[src/rtl/rf_writeback_arbiter_if.sv]
// rf_writeback_arbiter_if: producer handshakes, register-file write port and pending lookup
interface rf_writeback_arbiter_if #(
  parameter int DW = 32,
  parameter int AW = 5,
  parameter int QDEPTH = 4
);
  logic alu_wr;
  logic [AW-1:0] alu_addr;
  logic [DW-1:0] alu_data;
  logic ld_valid;
  logic ld_ready;
  logic [AW-1:0] ld_addr;
  logic [DW-1:0] ld_data;
  logic md_valid;
  logic md_ready;
  logic [AW-1:0] md_addr;
  logic [DW-1:0] md_data;
  logic rf_wr;
  logic [AW-1:0] rf_addr;
  logic [DW-1:0] rf_data;
  logic [AW-1:0] pend_addr;
  logic pend_hit;
  logic [$clog2(QDEPTH):0] q_count;
  modport master (
    output alu_wr, alu_addr, alu_data, ld_valid, ld_addr, ld_data,
           md_valid, md_addr, md_data, pend_addr,
    input ld_ready, md_ready, rf_wr, rf_addr, rf_data, pend_hit, q_count
  );
  modport slave (
    input alu_wr, alu_addr, alu_data, ld_valid, ld_addr, ld_data,
          md_valid, md_addr, md_data, pend_addr,
    output ld_ready, md_ready, rf_wr, rf_addr, rf_data, pend_hit, q_count
  );
endinterface

[src/rtl/rf_writeback_arbiter.sv]
// rf_writeback_arbiter: merges ALU, load and mul/div results onto the single register-file write port
module rf_writeback_arbiter #(
  parameter int DW = 32,
  parameter int AW = 5,
  parameter int QDEPTH = 4
) (
  input logic clk,
  input logic reset,
  rf_writeback_arbiter_if.slave bus
);
  localparam int PW = $clog2(QDEPTH);
  localparam int CW = PW + 1;
  localparam logic [CW-1:0] FULL = CW'(QDEPTH);
  localparam logic [CW-1:0] ALMOST = CW'(QDEPTH - 1);
  logic [AW-1:0] q_addr [QDEPTH];
  logic [DW-1:0] q_data [QDEPTH];
  logic [PW-1:0] rd, wr, md_idx;
  logic [CW-1:0] count;
  logic alu_take, ld_push, md_push, pop, hit;
  assign bus.ld_ready = count < FULL;
  // md must leave room for a same-cycle load, which is the older result
  assign bus.md_ready = bus.ld_valid ? count < ALMOST : count < FULL;
  assign alu_take = bus.alu_wr && bus.alu_addr != '0;
  assign ld_push = bus.ld_valid && bus.ld_ready && bus.ld_addr != '0;
  assign md_push = bus.md_valid && bus.md_ready && bus.md_addr != '0;
  assign pop = !alu_take && count != '0;
  assign md_idx = wr + PW'(ld_push);
  assign bus.q_count = count;
  assign bus.pend_hit = hit;
  always_comb begin
    hit = 1'b0;
    for (int i = 0; i < QDEPTH; i++)
      if ({1'b0, PW'(i) - rd} < count && q_addr[i] == bus.pend_addr) hit = 1'b1;
    hit = hit && bus.pend_addr != '0;
  end
  always_ff @(posedge clk) begin
    if (ld_push) begin
      q_addr[wr] <= bus.ld_addr;
      q_data[wr] <= bus.ld_data;
    end
    if (md_push) begin
      q_addr[md_idx] <= bus.md_addr;
      q_data[md_idx] <= bus.md_data;
    end
  end
  always_ff @(posedge clk or posedge reset) begin
    if (reset) begin
      rd <= '0;
      wr <= '0;
      count <= '0;
      bus.rf_wr <= 1'b0;
      bus.rf_addr <= '0;
      bus.rf_data <= '0;
    end else begin
      wr <= wr + PW'(ld_push) + PW'(md_push);
      rd <= rd + PW'(pop);
      count <= count + CW'(ld_push) + CW'(md_push) - CW'(pop);
      bus.rf_wr <= alu_take || pop;
      if (alu_take) begin
        bus.rf_addr <= bus.alu_addr;
        bus.rf_data <= bus.alu_data;
      end else if (pop) begin
        bus.rf_addr <= q_addr[rd];
        bus.rf_data <= q_data[rd];
      end
    end
  end
endmodule

[src/flat_wrapper.sv]
// flat-port wrapper written by rule: the top's interface ports become plain ports
module rf_writeback_arbiter_flat 
#(
  parameter int DW = 32,
  parameter int AW = 5,
  parameter int QDEPTH = 4
)
  (clk, reset, bus_alu_wr, bus_alu_addr, bus_alu_data, bus_ld_valid, bus_ld_addr, bus_ld_data, bus_md_valid, bus_md_addr, bus_md_data, bus_pend_addr, bus_ld_ready, bus_md_ready, bus_rf_wr, bus_rf_addr, bus_rf_data, bus_pend_hit, bus_q_count);
  rf_writeback_arbiter_if #(.DW(DW), .AW(AW), .QDEPTH(QDEPTH)) bus_i ();
  input logic clk;
  input logic reset;
  input wire logic [$bits(bus_i.alu_wr)-1:0] bus_alu_wr;
  input wire logic [$bits(bus_i.alu_addr)-1:0] bus_alu_addr;
  input wire logic [$bits(bus_i.alu_data)-1:0] bus_alu_data;
  input wire logic [$bits(bus_i.ld_valid)-1:0] bus_ld_valid;
  input wire logic [$bits(bus_i.ld_addr)-1:0] bus_ld_addr;
  input wire logic [$bits(bus_i.ld_data)-1:0] bus_ld_data;
  input wire logic [$bits(bus_i.md_valid)-1:0] bus_md_valid;
  input wire logic [$bits(bus_i.md_addr)-1:0] bus_md_addr;
  input wire logic [$bits(bus_i.md_data)-1:0] bus_md_data;
  input wire logic [$bits(bus_i.pend_addr)-1:0] bus_pend_addr;
  output wire logic [$bits(bus_i.ld_ready)-1:0] bus_ld_ready;
  output wire logic [$bits(bus_i.md_ready)-1:0] bus_md_ready;
  output wire logic [$bits(bus_i.rf_wr)-1:0] bus_rf_wr;
  output wire logic [$bits(bus_i.rf_addr)-1:0] bus_rf_addr;
  output wire logic [$bits(bus_i.rf_data)-1:0] bus_rf_data;
  output wire logic [$bits(bus_i.pend_hit)-1:0] bus_pend_hit;
  output wire logic [$bits(bus_i.q_count)-1:0] bus_q_count;
  assign bus_i.alu_wr = bus_alu_wr;
  assign bus_i.alu_addr = bus_alu_addr;
  assign bus_i.alu_data = bus_alu_data;
  assign bus_i.ld_valid = bus_ld_valid;
  assign bus_i.ld_addr = bus_ld_addr;
  assign bus_i.ld_data = bus_ld_data;
  assign bus_i.md_valid = bus_md_valid;
  assign bus_i.md_addr = bus_md_addr;
  assign bus_i.md_data = bus_md_data;
  assign bus_i.pend_addr = bus_pend_addr;
  assign bus_ld_ready = bus_i.ld_ready;
  assign bus_md_ready = bus_i.md_ready;
  assign bus_rf_wr = bus_i.rf_wr;
  assign bus_rf_addr = bus_i.rf_addr;
  assign bus_rf_data = bus_i.rf_data;
  assign bus_pend_hit = bus_i.pend_hit;
  assign bus_q_count = bus_i.q_count;
  rf_writeback_arbiter #(.DW(DW), .AW(AW), .QDEPTH(QDEPTH)) u_core (.clk(clk), .reset(reset), .bus(bus_i));
endmodule
[config.mk]
export PLATFORM = sky130hd
export DESIGN_NAME = rf_writeback_arbiter_flat
export DESIGN_NICKNAME = d
export VERILOG_FILES = /design/src/rtl/rf_writeback_arbiter_if.sv /design/src/rtl/rf_writeback_arbiter.sv /design/src/flat_wrapper.sv
export SDC_FILE = /design/constraint.sdc
export NUM_CORES = 1
export LEC_CHECK = 0
export CORE_ASPECT_RATIO = 1.25
export CORE_UTILIZATION = 58
export DETAILED_ROUTE_END_ITERATION = 12
export GPL_TIMING_DRIVEN = 0
export PLACE_DENSITY_LB_ADDON = 0.2
export SYNTH_ARGS = -nofsm -noshare
export SYNTH_HDL_FRONTEND = slang
export SYNTH_SLANG_ARGS = --single-unit
[constraint.sdc]
create_clock -name clk -period 9 [get_ports clk]
set_input_delay 2.7 -clock clk [delete_from_list [all_inputs] [get_ports clk]]
set_output_delay 2.7 -clock clk [all_outputs]
set_load 0.02 [all_outputs]
# [Yosys cells after proc, flatten, opt, wreduce, memory -nomap -nowiden]
# Memory sizes are Yosys's and may differ from the RTL's.
# Cells that the tools add are included.
[totals] input_bits=121 n_memories=2 mem_bits_rw=148 wordCells=60 output_inout_bits=44 ff_bits=45
[classes] eq_ne=4 magnitude_cmp=6 mux=13 n_reduce_logical=19 add_sub_neg=10
[memory_table] memory="u_core.q_data" depth=4 word_bits=32 read_ports=1 rd_clocked_by_memory_dff=0 write_ports=2 line_no="rf_writeback_arbiter.sv:16" source="logic [DW-1:0] q_data [QDEPTH];"
[memory_table] memory="u_core.q_addr" depth=4 word_bits=5 read_ports=5 rd_clocked_by_memory_dff=0 write_ports=2 line_no="rf_writeback_arbiter.sv:15" source="logic [AW-1:0] q_addr [QDEPTH];"
[ops] op="$mux 32" n=2
[ops] op="$eq 5x5->1" n=4
[ops] op="$reduce_bool 5->1" n=4
[ops] op="$lt 2x3->1" n=4
[ops] op="$logic_and 1x1->1" n=11
[ops] op="$mux 5" n=2
[ops] op="$mux 1" n=9
[ops] op="$add 2x1->2" n=3
[ops] op="$add 3x1->3" n=2
[ops] op="$sub 1x2->2 const A" n=2
[ops] op="$sub 2x2->2 const A" n=2
[ops] op="$lt 3x2->1 const B" n=1
[ops] op="$lt 3x3->1 const B" n=1
[ops] op="$reduce_bool 3->1" n=1
[ops] op="$sub 3x1->3" n=1
[ops] op="$reduce_bool 2->1" n=1
[ops] op="$logic_not 1->1" n=1
[ops] op="$logic_or 1x1->1" n=1

# [Longest topological paths before layout]
# Gate-level depths: netlist (run 1).
[logic_depth] depth_word=8 mapped_depth=10 mapped_depth_nobuf=9

# [Worst setup path before layout (run 1)]
# Ideal clock, no wire load.
[synth_timing] path_type="input to output" startpoint="input bus_pend_addr[0]" endpoint="output bus_pend_hit" slack_ns=2.437 n_path_buf=1 required_time_ns=6.300 arrival_ns=3.863 path_stages=6 cell_sequence="clkbuf_1 xnor2_1 nand4_1 a2111oi_0 a21oi_1 a21oi_1"
[synth_via] elab_chain_cells=7 word_cells_on_any_way=14 classes_between="eq/ne: 4; mux: 4; reduce/logical: 6"
[synth_lines] item="start: declaration" line_no="flat_wrapper.sv:21" source="input wire logic [$bits(bus_i.pend_addr)-1:0] bus_pend_addr;"
[synth_lines] item="$eq 5x5->1" line_no="rf_writeback_arbiter.sv:33" source="if ({1'b0, PW'(i) - rd} < count && q_addr[i] == bus.pend_addr) hit = 1'b1;"
[synth_lines] item="$logic_and 1x1->1" line_no="rf_writeback_arbiter.sv:33"
[synth_lines] item="$mux 1 (4 in series)" line_no="rf_writeback_arbiter.sv:33"
[synth_lines] item="$logic_and 1x1->1 *" line_no="rf_writeback_arbiter.sv:34" source="hit = hit && bus.pend_addr != '0;"
[synth_lines] item="end: declaration" line_no="flat_wrapper.sv:27" source="output wire logic [$bits(bus_i.pend_hit)-1:0] bus_pend_hit;"
# Every way passes the cells marked *; elsewhere a longest branch is shown, timed or not.

# [Worst setup path in the final report (run 1)]
[layout_timing] startpoint="input bus_pend_addr[3]" endpoint="output bus_pend_hit"
# Same word-level chain as after synthesis.

==> results.cfg, run 1 <==
[placed_design]
port_buffers = 159
pre_cts_ws_ns = 1.86
dp_hpwl_um = 16200
gpl.final_weighted_congestion = 0.867

[global_routing]
grt_total_usage_pct = 28.6
first_global_vias = 6834
antenna_found_initial = 1
grt_max_degree = 38
grt.overflow.total = 0
grt_first_pass_wirelength_um = 36600

[layout]
fill_cells = 1046
layout_cells_sized_above_1_pct = 26.0
post-route-util_pct = 75.5
layout-area-overhead-vs-synth_pct = 25.9
area.sequential_um2 = 5570
multiInputGateArea_um2 = 3980
nNetsFinal = 932

[worst_setup_path]
critical-path-top-delay-family = buffers and inverters
worst_ep_arrival_time_ns = 4.47
cp_common_cell = a21oi_1
r2r-start = u_core.bus.q_count[2]
worstSetupStartpoint = bus_pend_addr[3]
top_fanout_value_on_the_critical_path = 5
critical-path-slowest-cell = clkdlybuf4s50_1
reg2reg_to = u_core.q_data[2][8]
crit_path_cell_trace = clkbuf_1, xnor2_1, nand4_1, a2111oi_0, a21oi_1, a21oi_1, clkdlybuf4s50_1
cp_slowest_stage_delay_ns = 0.63
timing_worst_setup_path_type = in2out
critPathBufInv = 2
crit_required_ns = 6.30
endpoint_kind = output pin
worstRegToRegCells = 8
reg2reg_slack_ns = 5.34
startpoint_type = primary input

[synth]
yosys.cell_types.count = 39
edff_count_synth = 148
synthDominantCellAreaShare_pct = 45.2
yosys_register_bits = 193
ys_seq_area_share_pct = 56.7
yosys_most_used_dff = edfxtp_1
post-synth-top-area-cell = edfxtp_1
syn-instance-count = 618
yosys_warnings = 0
yosys-top-cells-area = edfxtp_1 45%, dfrtp_1 11%, mux4_2 8.5%
postSynthNetCount = 750
post_synth.cell_area_avg_um2 = 15.9
synthArstFlopShare_pct = 23.3
syn_std_cell_area_um2 = 9830

[timing]
finalWorstSetupSlack_ns = 1.83
final_max_slew_viol_count = 0
fin_worst_skew_ns = 0.00713
rsz0062_at_grt = no
tightest_slew_ns = 1.27
min_period_over_period_pct = 79.7
max-slew-margin-rel_pct = 15.3
timing.final.crit_period_ns = 7.17
setup_viol_count_final = 0
final_hold_viol_count = 0
max_freq_ghz = 0.139

[clocking]
tritoncts = built
clock_latency_ns = 0.44
clock_tree.buffer_depth = 2
post_cts.repair.setup_buffers = 0
cts-buffers-inserted = 17
cts.sink_count = 193
cts-root-buf = clkbuf_16
cts_hold_buf = 0
clkSlewWorstSetupHoldPaths_ns = 0.07
h-tree-depth = 4
post_cts_resized = 0

[routing]
totalWireLength_um = 23900
drcViolationCount = 0
vias = 6159
routed_wire_length_per_instance_um = 23.2
antenna_left = 0
route.detailed.vias_per_inst = 5.98
dr.first_iter.drc_count = 371
detail_route.first_pass.iterations = 5

[min_path]
timing.hold.worst.class = reg2reg
min_from = u_core.rd[0]
worstHoldPathCells = 1
whs_endpoint = u_core.rd[0]

[outcome]
status = completed

[power_and_ir_drop]
powerDensity_nw_per_um2 = 302
leakage_nw = 4.41
vdd.ir_drop.worst_mv = 0.181

[floorplan]
die-area_um2 = 17500
dieWidth_um = 118
floorplan.initialDensity_pct = 60.0
die_h_um = 148
rows = 52
design.core.area_um2 = 16400
io_pins = 165

[job]
max_cap_viol_count = 0
## power by group
| part | leakage, nW | switching (mW) | total (mW) | internal [mW] |
|---|---|---|---|---|
| registers | 1.87 | 0.118 | 1.43 | 1.31 |
| logic | 2.27 | 0.804 | 1.56 | 0.760 |
| clock network | 0.269 | 0.334 | 0.751 | 0.417 |
| total | 4.41 | 1.26 | 3.74 | 2.49 |
## worst max-delay path by stage
stage	to	slack [ns]	cells past startpoint
finish	bus_pend_hit	1.83	7
global route	bus_pend_hit	1.67	7
CTS	bus_pend_hit	1.85	7
detailed placement	bus_pend_hit	1.86	7
global placement	u_core.q_data[1][12]	-0.24	6
floorplan	bus_pend_hit	2.44	6
## through the flow
| stage | instances | power (mW) | setup TNS, ns | hold slack (ns) | cell area (um^2) |
|---|---|---|---|---|---|
| floorplan | 618 | 2.44 | 0 | 0.477 | 9830 |
| global placement | 993 | 2.93 | -8.93 | 0.487 | 11700 |
| detailed placement | 997 | 3.00 | 0 | 0.506 | 11800 |
| CTS | 1029 | 3.76 | 0 | 0.525 | 12400 |
| global route | 1030 | 3.89 | 0 | 0.542 | 12400 |
| finish | 1030 | 3.74 | 0 | 0.522 | 12400 |
## synth_stat cells, types with 2 or more instances
cell,n
mux2_1,38
a221oi_1,2
buf_6,10
nor2b_1,2
o21ai_0,7
xor2_1,16
fa_1,2
ha_1,9
buf_1,5
dfrtp_1,45
nor2_1,35
edfxtp_1,148
nand2_1,7
mux2i_1,37
nand4_1,2
clkbuf_1,13
nand3_1,3
xnor2_1,10
mux4_2,37
mux2_4,38
or4_1,4
a21oi_1,36
buf_2,11
inv_1,12
nor4_1,2
mux2_2,72
nor3_1,3
## routing by layer
layer / vias to the layer above / share of wire [%] / track usage, % / routed length [um]
met1: 3105 / 37 / 31.5 / 8880
met2: 249 / 54 / 52.2 / 12800
met4: 0 / 3.6 / 14.7 / 850
li1: 2742 / - / - / -
met3: 63 / 5.6 / 5.86 / 1350
met5: - / 0 / 0 / 0
## flip-flops by register name, indices dropped and copies added (netlist names)
name and flops:
u_core.bus.rf_data 32, u_core.q_addr 20, u_core.bus.rf_addr 5, u_core.wr 2, u_core.rd 2, u_core.q_data 128
u_core.bus.q_count 3, u_core.bus.rf_wr 1
## cells in the final DEF (no fill, tap or decap), drive strengths merged, types with 16 or more instances in the layout
cell / netlist / layout
buf: 28 / 32
mux2i: 37 / 37
clkdlybuf4s50: 0 / 159
mux4: 37 / 37
dfrtp: 45 / 45
xor2: 16 / 16
nor2: 35 / 35
clkbuf: 13 / 33
mux2: 148 / 148
edfxtp: 148 / 148
a21oi: 36 / 36
## cell type report
class	instances	share of cell area [%]
repair buffers	163	13.5
flip-flops and latches	193	45.0
diodes	1	0.0202
well taps	216	2.18
multi-input cells	371	32.1
clock buffers	20	3.61
plain buffers	41	2.08
clock inverters	12	1.08
inverters	13	0.394
## cell families after synthesis
kind of cell	share of synthesized area, %
buffers and inverters	3.12
adders and majority gates	1.55
muxes	30.6
AOI/OAI and AO/OA	3.04
xor gates and xnor gates	2.32
DFF	56.7
and+or+nand+nor	2.66
Power figures use the tool's default switching activity.
==> run 2, diff against run 1 <==
- CORE_UTILIZATION: 58 -> 49
- clock period: 9 -> 6.1 ns (I/O delays scaled with it)
==> run 2 against run 1 <==
Effect of this change:
- wire length is 0.56% lower
- setup slack worse by 1.4 ns
- via count fell by 1.5%
- first-iteration DRC count shrank 13%
- final cell count increased by 4.7%
- hold slack better by 0.00065 ns
- non-clock buffer count unchanged
- design area grew 0.95%
- sequential share of layout area down 0.42 points
- core utilization is 12 points lower
==> results.cfg, run 2 (same netlist as run 1, synthesis figures left out) <==
[global_routing]
grt.overflow.total = 0
grt_first_pass_wirelength_um = 36300
grt_max_degree = 38
antenna_found_initial = 0
first_global_vias = 6476
grt_total_usage_pct = 24.3

[power_and_ir_drop]
powerDensity_nw_per_um2 = 449
leakage_nw = 4.45
vdd.ir_drop.worst_mv = 0.272

[layout]
nNetsFinal = 932
mostFrequentLayoutCell = clkdlybuf4s50_1
largest_register_ffs = 128
n_antenna_cell = 0
multiInputGateArea_um2 = 3980
area.sequential_um2 = 5570
fill_cells = 1458
biggestRegsByFlops = u_core.q_data x128, u_core.bus.rf_data x32, u_core.q_addr x20
layout-area-overhead-vs-synth_pct = 27.1
most-common-layout-cells = 159 x clkdlybuf4s50_1, 148 x edfxtp_1, 72 x mux2_2
registers.top_by_ff_count = u_core.q_data
layout_cells_sized_above_1_pct = 26.1
post-route-util_pct = 64.0

[routing]
totalWireLength_um = 23700
antenna_left = 0
vias = 6067
drcViolationCount = 0
routed_wire_length_per_instance_um = 22.0
dr.first_iter.drc_count = 323
route.detailed.vias_per_inst = 5.63
detail_route.first_pass.iterations = 7

[timing]
setup_viol_count_final = 0
max-slew-margin-rel_pct = 13.1
timing.final.crit_period_ns = 5.66
rsz0062_at_grt = no
hold-worst-slack_ns = 0.523
tightest_slew_ns = 1.30
finalWorstSetupSlack_ns = 0.443
max_freq_ghz = 0.177
fin_worst_skew_ns = 0.0147
final_max_slew_viol_count = 0
min_period_over_period_pct = 92.7
final_hold_viol_count = 0

[worst_setup_path]
timing_worst_setup_path_type = in2reg
cp_common_cell = buf_6
cp_slowest_stage_delay_ns = 1.00
crit_path_cell_trace = clkdlybuf4s50_1, or4_1, o21ai_0, inv_1, ha_1, xnor2_1, nor3_1, buf_6, buf_6, a31o_2
critical-path-slowest-cell = a31o_2
top_fanout_value_on_the_critical_path = 37
crit_required_ns = 6.14
endpoint_kind = flip-flop
worst_ep_arrival_time_ns = 5.70
startpoint_type = primary input

[clocking]
post_cts_resized = 0
clock_latency_ns = 0.44
cts-root-buf = clkbuf_16
cts_hold_buf = 0
cts.sink_count = 193
tritoncts = built
h-tree-depth = 4
cts-buffers-inserted = 17
clock_tree.buffer_depth = 2
clkSlewWorstSetupHoldPaths_ns = 0.07
post_cts.repair.setup_buffers = 0

[placed_design]
pre_cts_ws_ns = 0.0554
dp_hpwl_um = 16300
gpl.final_weighted_congestion = 0.815
port_buffers = 159

[floorplan]
rows = 57
floorplan.initialDensity_pct = 50.3
io_pins = 165
design.core.area_um2 = 19500
die_h_um = 160
die-area_um2 = 20600
dieWidth_um = 129

[job]
max_cap_viol_count = 0

[min_path]
timing.hold.worst.class = reg2reg

[outcome]
status = completed
==> run 2: cell count changes in the layout (fill, tap and decap cells not counted), sizes merged <==
cell | before | now
clkinvlp | 5 | 1
diode | 1 | 0
clkinv | 4 | 2
clkbuf | 33 | 32
inv | 14 | 19
bufinv | 2 | 4
==> run 2: metrics by stage <==
step | setup TNS [ns] | total power, mW | instances | instance area, um^2
CTS | 0 | 5.65 | 1078 | 12500
global placement | -125.96 | 4.34 | 1042 | 11800
finish | 0 | 5.61 | 1078 | 12500
floorplan | 0 | 3.59 | 618 | 9830
detailed placement | 0 | 4.44 | 1046 | 11900
global route | 0 | 5.86 | 1078 | 12500
==> run 2: final cells by class <==
type	instances	area share (%)
multi-input combinational	371	31.8
inverter	13	0.390
buffer	41	2.06
timing repair buffer	163	13.4
sequential	193	44.6
tap	265	2.65
clock inverter	13	1.57
clock buffer	19	3.54
==> run 2: per-layer routing <==
| layer | share of wire, % | GRT usage, % | routed length (um) |
|---|---|---|---|
| met1 | 39 | 28.3 | 9280 |
| met2 | 54 | 44.2 | 12900 |
| met3 | 5.3 | 4.80 | 1260 |
| met4 | 1.2 | 8.18 | 276 |
| met5 | 0 | 0 | 0 |
==> run 2: critical path: cells and delay by family <==
family | cells | cell delay [ns]
compound gates | 2 | 1.37
buf+inv | 4 | 1.10
xor+xnor | 1 | 0.19
fa+ha+maj | 1 | 0.25
simple gates | 2 | 0.94
==> run 2: worst paths after layout <==
| kind | start | endpoint | slack, ns | depth (start not counted) |
|---|---|---|---|---|
| hold reg to reg | u_core.rd[0] | u_core.rd[0] | 0.52 | 1 |
| setup / recovery | bus_ld_addr[3] | u_core.q_data[2][15] | 0.44 | 10 |
| min in group asynchronous | reset | u_core.bus.rf_data[9] | 1.68 | 2 |
| hold / removal | u_core.rd[0] | u_core.rd[0] | 0.52 | 1 |
| setup reg to reg | u_core.bus.q_count[2] | u_core.q_data[2][15] | 2.36 | 8 |
| max in group asynchronous | reset | u_core.bus.rf_addr[4] | 3.89 | 3 |
==> run 2: where the power goes <==
part           switching (mW)  internal [mW]  leakage (nW)
Sequential              0.168           1.93          1.87
Clock                   0.513          0.708         0.311
Combinational            1.17           1.12          2.27
Total                    1.85           3.76          4.45
